## src/rtl/ws2811_rx.sv

```systemverilog
// WS2811 single-wire NRZ receiver: measures high-pulse widths on DI, assembles GRB words
// and strobes them out with the LED index of the current frame.
module ws2811_rx #(
   parameter int unsigned NUM_LEDS     = 8,
   parameter int unsigned SYSTEM_CLOCK = 100000000,
   localparam int unsigned AddrW       = (NUM_LEDS > 1) ? $clog2(NUM_LEDS) : 1
) (
   input  logic             clk,
   input  logic             reset,
   input  logic             DI,
   output logic [AddrW-1:0] address,
   output logic [7:0]       red_out,
   output logic [7:0]       green_out,
   output logic [7:0]       blue_out,
   output logic             pixel_valid,
   output logic             frame_done,
   output logic             error
);

   localparam int unsigned BIT_THRESH   = (SYSTEM_CLOCK / 10000000) * 6;
   localparam int unsigned MAX_HIGH     = (SYSTEM_CLOCK / 1000000) * 2;
   localparam int unsigned LATCH_CYCLES = (SYSTEM_CLOCK / 1000000) * 50;
   localparam int unsigned CntW         = $clog2(LATCH_CYCLES + 1);
   localparam int unsigned LedW         = $clog2(NUM_LEDS + 1);

   localparam logic [CntW-1:0] CntOne     = CntW'(1);
   localparam logic [CntW-1:0] ThreshCnt  = CntW'(BIT_THRESH);
   localparam logic [CntW-1:0] MaxHighCnt = CntW'(MAX_HIGH);
   localparam logic [CntW-1:0] LatchCnt   = CntW'(LATCH_CYCLES);
   localparam logic [LedW-1:0] LedMax     = LedW'(NUM_LEDS);

   typedef enum logic [1:0] {StWaitLatch, StIdle, StHigh, StLow} state_e;

   state_e            state_q, state_d;
   logic              sync_q, din_s, din_q;
   logic [CntW-1:0]   cnt_q, cnt_d;
   logic [4:0]        bit_idx_q, bit_idx_d;
   logic [LedW-1:0]   led_idx_q, led_idx_d;
   logic [23:0]       shift_q, shift_d;
   logic [AddrW-1:0]  addr_q, addr_d;
   logic [7:0]        red_q, red_d, green_q, green_d, blue_q, blue_d;
   logic              pv_q, pv_d, fd_q, fd_d, err_q, err_d;
   logic              rise, fall;

   assign rise = din_s & ~din_q;
   assign fall = ~din_s & din_q;

   always_ff @(posedge clk) begin
      if (reset) begin
         sync_q    <= 1'b0;
         din_s     <= 1'b0;
         din_q     <= 1'b0;
         state_q   <= StWaitLatch;
         cnt_q     <= '0;
         bit_idx_q <= '0;
         led_idx_q <= '0;
         shift_q   <= '0;
         addr_q    <= '0;
         red_q     <= '0;
         green_q   <= '0;
         blue_q    <= '0;
         pv_q      <= 1'b0;
         fd_q      <= 1'b0;
         err_q     <= 1'b0;
      end else begin
         sync_q    <= DI;
         din_s     <= sync_q;
         din_q     <= din_s;
         state_q   <= state_d;
         cnt_q     <= cnt_d;
         bit_idx_q <= bit_idx_d;
         led_idx_q <= led_idx_d;
         shift_q   <= shift_d;
         addr_q    <= addr_d;
         red_q     <= red_d;
         green_q   <= green_d;
         blue_q    <= blue_d;
         pv_q      <= pv_d;
         fd_q      <= fd_d;
         err_q     <= err_d;
      end
   end

   always_comb begin
      state_d   = state_q;
      cnt_d     = cnt_q;
      bit_idx_d = bit_idx_q;
      led_idx_d = led_idx_q;
      shift_d   = shift_q;
      addr_d    = addr_q;
      red_d     = red_q;
      green_d   = green_q;
      blue_d    = blue_q;
      pv_d      = 1'b0;
      fd_d      = 1'b0;
      err_d     = 1'b0;

      unique case (state_q)
         StWaitLatch: begin
            if (din_s) begin
               cnt_d = '0;
            end else if (cnt_q == LatchCnt) begin
               state_d = StIdle;
               cnt_d   = '0;
            end else begin
               cnt_d = cnt_q + CntOne;
            end
         end
         StIdle: begin
            led_idx_d = '0;
            bit_idx_d = '0;
            if (rise) begin
               state_d = StHigh;
               cnt_d   = CntOne;
            end
         end
         StHigh: begin
            if (fall) begin
               shift_d   = {shift_q[22:0], (cnt_q >= ThreshCnt)};
               bit_idx_d = bit_idx_q + 5'd1;
               state_d   = StLow;
               cnt_d     = CntOne;
            end else if (cnt_q == MaxHighCnt) begin
               // Pulse too long to be a bit: drop the word and resynchronise on a latch.
               err_d     = 1'b1;
               bit_idx_d = '0;
               state_d   = StWaitLatch;
               cnt_d     = '0;
            end else begin
               cnt_d = cnt_q + CntOne;
            end
         end
         StLow: begin
            if (rise) begin
               state_d = StHigh;
               cnt_d   = CntOne;
            end else if (cnt_q == LatchCnt) begin
               fd_d      = 1'b1;
               err_d     = (bit_idx_q != 5'd0);
               bit_idx_d = '0;
               led_idx_d = '0;
               state_d   = StIdle;
               cnt_d     = '0;
            end else begin
               cnt_d = cnt_q + CntOne;
            end
         end
         default: state_d = StWaitLatch;
      endcase

      // Word completion is handled one cycle after the 24th falling edge.
      if (state_q == StLow && bit_idx_q == 5'd24) begin
         bit_idx_d = '0;
         if (led_idx_q != LedMax) led_idx_d = led_idx_q + LedW'(1);
         if (led_idx_q < LedMax) begin
            pv_d    = 1'b1;
            addr_d  = led_idx_q[AddrW-1:0];
            green_d = shift_q[23:16];
            red_d   = shift_q[15:8];
            blue_d  = shift_q[7:0];
         end else begin
            err_d = 1'b1;
         end
      end
   end

   assign address     = addr_q;
   assign red_out     = red_q;
   assign green_out   = green_q;
   assign blue_out    = blue_q;
   assign pixel_valid = pv_q;
   assign frame_done  = fd_q;
   assign error       = err_q;

endmodule
```

## config.mk

```make
export PLATFORM = sky130hd
export DESIGN_NAME = ws2811_rx
export DESIGN_NICKNAME = d
export VERILOG_FILES = /design/src/rtl/ws2811_rx.sv
export SDC_FILE = /design/constraint.sdc
export NUM_CORES = 1
export LEC_CHECK = 0
export CORE_MARGIN = 4
export CORE_UTILIZATION = 56
export DETAILED_ROUTE_END_ITERATION = 16
export HOLD_SLACK_MARGIN = 0.1
export PLACE_DENSITY = 0.84
export SYNTH_ARGS = -nofsm -noshare
export SYNTH_HDL_FRONTEND = slang
export SYNTH_SLANG_ARGS = --single-unit
```

## constraint.sdc

```tcl
create_clock -name clk -period 1.95 [get_ports clk]
set_input_delay 0.195 -clock clk [delete_from_list [all_inputs] [get_ports clk]]
set_output_delay 0.195 -clock clk [all_outputs]
set_load 0.05 [all_outputs]
```

==> metrics.yaml, run 1 <==
place:
  dp_hpwl_mm: 4.677
  gp_congestion: 0.8233
  placed_cell_area_sq_um: 3766
  io_buffers: 32
clock_network:
  path_clk_slew_ns: 0.07
  cts.path.max_buffers: 2
  clkLatencyLatePin_ns: 0.35
  numCtsBuffers: 9
  cts_sinks: 81
  cts_max_level: 3
  hold_buffers: 0
  root_buffer: "clkbuf_8"
  cts_tree: "built"
cells_and_area:
  final_util_pct: 67.28
  area_delta_synth_final_pct: 17.01
  antenna_cells: 0
  final_area_sq_um: 3960
  layout-drive-gt1-share_pct: 9.713
  final_common_cell: "nand2_1"
  nFillCells: 475
  final_cell_mix: "120 x nand2_1, 80 x dfxtp_1, 61 x a21oi_1"
  layout.nets: 458
sta:
  grt_setup_unrepaired: "no"
  max_slew.worst_pin.slew_ns: 0.5162
  slew_headroom_pct: 65.59
  hold_viol_final: 0
  max_freq_ghz: 0.5577
  finalMaxSlewViolations: 0
  finClkSkew_ns: 0.008885
  timing.hold.ws_ns: 0.3170
  finalCritPeriodShare_pct: 91.95
  fin_crit_ns: 1.793
  setup_viol: 0
  finalSetupTns_ns: 0
route:
  wl_mm: 7.045
  drcViolationCount: 0
  dr.pass1.iters: 4
  vias: 2921
  drtIter0Drc: 135
  final_antenna_net_count: 0
  wl_per_cell_um: 13.34
  vias_per_cell: 5.532
power:
  p_int_w: 0.002265
  power.density_nw_per_um2: 733.8
  p_leak_nw: 1.311
  vdd_drop_max_uv: 491.7
  p_sw_w: 0.0006409
  pwr-share-comb_pct: 2.5
  swShare_pct: 22.06
  seqPwrFrac_pct: 57.4
  clock_power_share_pct: 40.1
floorplan:
  dieArea_sq_um: 7351
  die_x_um: 85.74
  start_util_pct: 57.50
  io_pins: 33
  fp.dieH_um: 85.74
  fp.coreArea_sq_um: 5886
  placementRows: 28
grt:
  grt_antenna_before_repair: 0
  grt_pass1_wl_mm: 12.36
  grt_pass1_vias: 2851
  overflow: 0
  grt_use_total_pct: 20.71
  grt_max_degree: 45
synthesis:
  ys.flop_type: "dfxtp_1"
  ys_warn_count: 0
  syn-cell-area_sq_um: 3384
  synth-seq-cells: 81
  syn_avg_cell_area_sq_um: 8.097
  async_reset_ff_share_pct: 0
  synth_seq_area_share_pct: 47.91
  synthCells: 418
  synth_cell_type_count: 39
  synth_edf_count: 0
  syn_nets: 427
worst_setup_path:
  crit_required_ns: 2.18
  path_class: "flip-flop to flip-flop"
  end_kind: "flip-flop"
  crit_path_max_fanout: 12
  worstSetupStartpointType: "flip-flop"
  cp_data_arrival_time_ns: 2.02
hold_path:
  hold_class: "input port to flip-flop"
run:
  cap_viol_max_count: 0
status:
  status: "completed"
## worst max-delay path, cell delays in order, from the launching register on
cell and delay, ns:
dfxtp_1 0.39, nand2_1 0.12, nor3_2 0.43, a21oi_1 0.20, o31ai_4 0.23, buf_4 0.24
nor2_1 0.07
## power groups by stage
| stage | Sequential [W] | Clock (W) | Combinational [W] |
|---|---|---|---|
| floorplan | 0.00171 | 0 | 0.0000574 |
| global placement | 0.00171 | 0 | 0.0000698 |
| detailed placement | 0.00171 | 0 | 0.0000709 |
| CTS | 0.00167 | 0.00119 | 0.0000712 |
| global route | 0.00167 | 0.00126 | 0.0000808 |
| finish | 0.00167 | 0.00117 | 0.0000719 |
## what timing repair did
| item | in CTS | in global routing |
|---|---|---|
| setup endpoints to repair | 0 | 23 |
| setup buffers | 0 | 0 |
| resized for setup | 0 | 3 |
## layout make-up
cell class,count,area [sq um],share of cell area [%]
clock buffers,10,127.6,3.223
clock inverters,5,57.56,1.453
inverters,9,33.78,0.8531
multi-input cells,304,1619,40.88
flip-flops and latches,81,1623,40.98
well taps,75,93.84,2.370
repair buffers,44,405.4,10.24
## per-layer routing
metal | wire, um | track usage [%] | part of all wire, % | up-vias
met5 | 0 | 0 | 0 | -
met4 | 152 | 11.51 | 2.2 | 0
met3 | 300 | 3.458 | 4.3 | 13
met2 | 3461 | 34.39 | 49 | 74
met1 | 3130 | 25.51 | 44 | 1364
li1 | - | - | - | 1470
## worst paths after layout
kind	startpoint	to	slack (ns)	depth (start not counted)
setup reg to reg	cnt_q[8]$_SDFFE_PP0P_	cnt_q[3]$_SDFFE_PP0P_	0.16	6
setup / recovery	cnt_q[8]$_SDFFE_PP0P_	cnt_q[3]$_SDFFE_PP0P_	0.16	6
hold reg to reg	sync_q$_SDFF_PP0_	din_s$_SDFF_PP0_	0.45	1
hold / removal	reset	sync_q$_SDFF_PP0_	0.32	2
## kinds of logic (layout without fill, tap and decap cells)
family	Yosys count	after routing	share of synthesized area [%]
adders and majority gates	6	6	2.218
AOI/OAI and AO/OA	97	97	16.78
xor gates and xnor gates	11	11	2.847
DFF	81	81	47.91
and+or+nand+nor	190	190	25.77
buffers and inverters	33	68	4.473
## Yosys cell counts, drive strengths merged, types with 2 or more instances
library cell / instances / share of area, %
a211oi: 4 / 1.0
a21o: 2 / 0.44
a21oi: 61 / 9.0
a31oi: 4 / 0.74
and3: 5 / 0.92
buf: 14 / 2.4
clkbuf: 10 / 1.1
dfxtp: 81 / 48
ha: 6 / 2.2
inv: 9 / 1.0
nand2: 120 / 13
nand2b: 4 / 0.74
nand3: 13 / 1.9
nand4: 4 / 0.74
nor2: 20 / 2.8
nor2b: 6 / 1.1
nor3: 9 / 1.6
o21a: 2 / 0.44
o21ai: 14 / 2.1
o31ai: 3 / 1.1
o41ai: 2 / 0.52
or3: 4 / 0.74
xor2: 11 / 2.8
## through the flow
| stage | setup WS (ns) | power [W] | instances |
|---|---|---|---|
| floorplan | 0.3575 | 0.001763 | 418 |
| CTS | 0.1257 | 0.002928 | 528 |
| global route | 0.02883 | 0.003007 | 528 |
| detailed placement | 0.1231 | 0.001779 | 513 |
| global placement | 0.2029 | 0.001777 | 513 |
| finish | 0.1569 | 0.002906 | 528 |
## registers in the layout, summed over array words and instances, names as in the netlist, 2 cells and up
| register | cells |
|---|---|
| address | 3 |
| bit_idx_q | 5 |
| blue_out | 8 |
| cnt_q | 13 |
| green_out | 8 |
| led_idx_q | 4 |
| red_out | 8 |
| shift_q | 24 |
| state_q | 2 |
No activity file was read; power rests on OpenSTA's default activity.
==> inputs of run 2 (changes only) <==
- HOLD_SLACK_MARGIN: 0.1 -> 0.12
==> results of run 2 <==
No change in the layout: final DEF, timing and power equal those of run 1.
==> inputs of run 3 (changes only) <==
- CELL_PAD_IN_SITES_DETAIL_PLACEMENT: not set -> 0
- CELL_PAD_IN_SITES_GLOBAL_PLACEMENT: not set -> 1
- CORE_UTILIZATION: 56 -> 42
==> run 3 against run 2 <==
Compared with the run above:
- via count down 2.6%
- first-iteration DRC count up 11%
- setup slack better by 0.026 ns
- clock skew up 0.0015 ns
- critical path type unchanged
- largest power group unchanged
==> metrics.yaml, run 3 (synthesis results as in run 1) <==
clock_network:
  cts_post_setup_buffers_inserted: 0  # unchanged
  clkLatencyLatePin_ns: 0.36  # about the same
  root_buffer: "clkbuf_8"
  numCtsBuffers: 9  # unchanged
  cts.path.max_buffers: 2  # unchanged
  cts_sinks: 81  # unchanged
  cts_max_level: 3  # unchanged
  ctsResizeCount: 0  # unchanged
  hold_buffers: 0  # unchanged
  cts_tree: "built"
  path_clk_slew_ns: 0.09  # +0.02 ns
hold_path:
  hold_path_end: "shift_q[3]$_SDFFE_PP0P_"
  hold_depth: 3  # +1
  hp-start: "reset"
  hold_class: "input port to flip-flop"
sta:
  hold_viol_final: 0  # unchanged
  slew_headroom_pct: 65.56  # about the same
  finalMaxSlewViolations: 0  # unchanged
  finalCritPeriodShare_pct: 90.59  # -1.4 points
  setup_viol: 0  # unchanged
  fin_crit_ns: 1.767  # -0.02649 ns
  max_freq_ghz: 0.5661  # +1.5%
  max_slew.worst_pin.slew_ns: 0.5150  # -0.001207 ns
  finClkSkew_ns: 0.01042  # +0.001538 ns
grt:
  grt_antenna_before_repair: 0  # unchanged
  overflow: 0  # unchanged
  grt_max_degree: 29  # -36%
  grt_pass1_wl_mm: 12.16  # -1.6%
  grt_pass1_vias: 2672  # -6.3%
  grt_use_total_pct: 15.40  # -5.3 points
worst_setup_path:
  crit_required_ns: 2.18  # about the same
  worstSetupStartpointType: "flip-flop"
  rr_worst_depth: 5  # -1
  reg2reg_to: "bit_idx_q[1]$_SDFFE_PP0P_"
  r2r_slack_ns: 0.18  # +0.03 ns
  path_class: "flip-flop to flip-flop"
  cp_data_arrival_time_ns: 1.99  # -0.03 ns
  crit_path_max_fanout: 9  # -3
  r2r_start: "cnt_q[2]$_SDFFE_PP0P_"
  end_kind: "flip-flop"
  worstSetupStartpoint: "cnt_q[2]$_SDFFE_PP0P_"
cells_and_area:
  area_delta_synth_final_pct: 20.63
  reg.largest.list: "shift_q: 24 flops, cnt_q: 13 flops"
  layout-drive-gt1-share_pct: 10.31  # +0.59 points
  layout.nets: 461  # +0.66%
  largest_register_ffs: 24  # unchanged
  regMostFlops: "shift_q"
  antenna_cells: 0  # unchanged
  final_common_cell: "nand2_1"
  final_cell_mix: "120 x nand2_1, 81 x dfxtp_1, 61 x a21oi_1"
  final_area_sq_um: 4083  # +3.1%
  final_util_pct: 52.56  # -15 points
power:
  clock_power_share_pct: 45.6  # +5.5 points
  p_leak_nw: 1.367  # +4.3%
  power.density_nw_per_um2: 788.2  # +7.4%
  vdd_drop_max_uv: 419.4  # -15%
  p_int_w: 0.002541  # +12%
  swShare_pct: 21.03  # -1.0 points
  p_sw_w: 0.0006766  # +5.6%
  seqPwrFrac_pct: 51.9  # -5.5 points
  pwr-share-comb_pct: 2.5  # about the same
status:
  status: "completed"
place:
  placed_cell_area_sq_um: 3835  # +1.8%
  io_buffers: 32  # unchanged
  dp_hpwl_mm: 4.898  # +4.7%
  gp_congestion: 0.8247  # +0.17%
route:
  dr.pass1.iters: 4  # unchanged
  final_antenna_net_count: 0  # unchanged
  drcViolationCount: 0  # unchanged
  vias_per_cell: 5.099  # -7.8%
  wl_per_cell_um: 12.82  # -3.9%
  wl_mm: 7.154  # +1.5%
  vias: 2845  # -2.6%
  drtIter0Drc: 150  # +11%
floorplan:
  die_x_um: 97.77  # +14%
  io_pins: 33  # unchanged
  placementRows: 32  # +14%
  fp.dieH_um: 97.77  # +14%
  dieArea_sq_um: 9559  # +30%
  fp.coreArea_sq_um: 7767  # +32%
  start_util_pct: 43.57  # -14 points
run:
  cap_viol_max_count: 0  # unchanged
[run 3: changes by cell type in the layout (fill, tap and decap cells not counted)]
cell and delta:
dfxtp_1 +1, bufinv_16 +2, dfxtp_2 -1, clkinv_4 +2, buf_4 +2, clkinvlp_4 -3
clkinv_2 -1, buf_12 +1, clkbuf_1 -1, inv_6 +1
[run 3: worst max path at each step]
stage | cells past startpoint | to
after floorplan | 9 | blue_out[6]$_SDFFE_PP0P_
after global placement | 5 | bit_idx_q[1]$_SDFFE_PP0P_
after detailed placement | 5 | bit_idx_q[1]$_SDFFE_PP0P_
after CTS | 5 | bit_idx_q[1]$_SDFFE_PP0P_
after global routing | 5 | bit_idx_q[1]$_SDFFE_PP0P_
final | 5 | bit_idx_q[1]$_SDFFE_PP0P_
[run 3: layout make-up]
cell class | instances | area (sq um)
fillers | 744 | 3685
flip-flops and latches | 81 | 1622
multi-input cells | 304 | 1619
repair buffers | 47 | 440.4
well taps | 102 | 127.6
clock buffers | 9 | 123.9
clock inverters | 6 | 116.4
inverters | 9 | 33.78
[run 3: critical path, cell delays in order (launching register included)]
cell	delay, ns
dfxtp_1	0.37
nor4b_2	0.31
and3_2	0.33
nand2_1	0.12
a211oi_2	0.35
o21ai_0	0.15
[run 3: through the flow]
stage               hold slack [ns]  std cells  setup WS (ns)   TNS [ns]  power, W
floorplan                    0.3232        418         0.3575          0  0.001763
global placement             0.4335        543         0.1588          0  0.001788
detailed placement           0.4377        543        0.09061          0  0.001790
CTS                          0.2710        558        0.08706          0  0.003268
global route                 0.2916        558      -0.006821  -0.006821  0.003342
finish                       0.2888        558         0.1834          0  0.003218
[run 3: layer usage]
metal  vias up  routed length (um)  share of wire, %  track usage (%)
met4         0                 156               2.2            7.881
met2        45                3278                46            23.99
met1      1312                3507                49            20.12
met5         -                   0                 0                0
li1       1478                   -                 -                -
met3        10                 211               2.9            3.357
[run 3: power groups by stage]
stage | registers [W] | logic, W | clock network (W)
after floorplan | 0.00171 | 0.0000574 | 0
after global routing | 0.00167 | 0.0000896 | 0.00158
final | 0.00167 | 0.0000811 | 0.00147
after global placement | 0.00171 | 0.0000808 | 0
after detailed placement | 0.00171 | 0.0000815 | 0
after CTS | 0.00167 | 0.0000816 | 0.00152
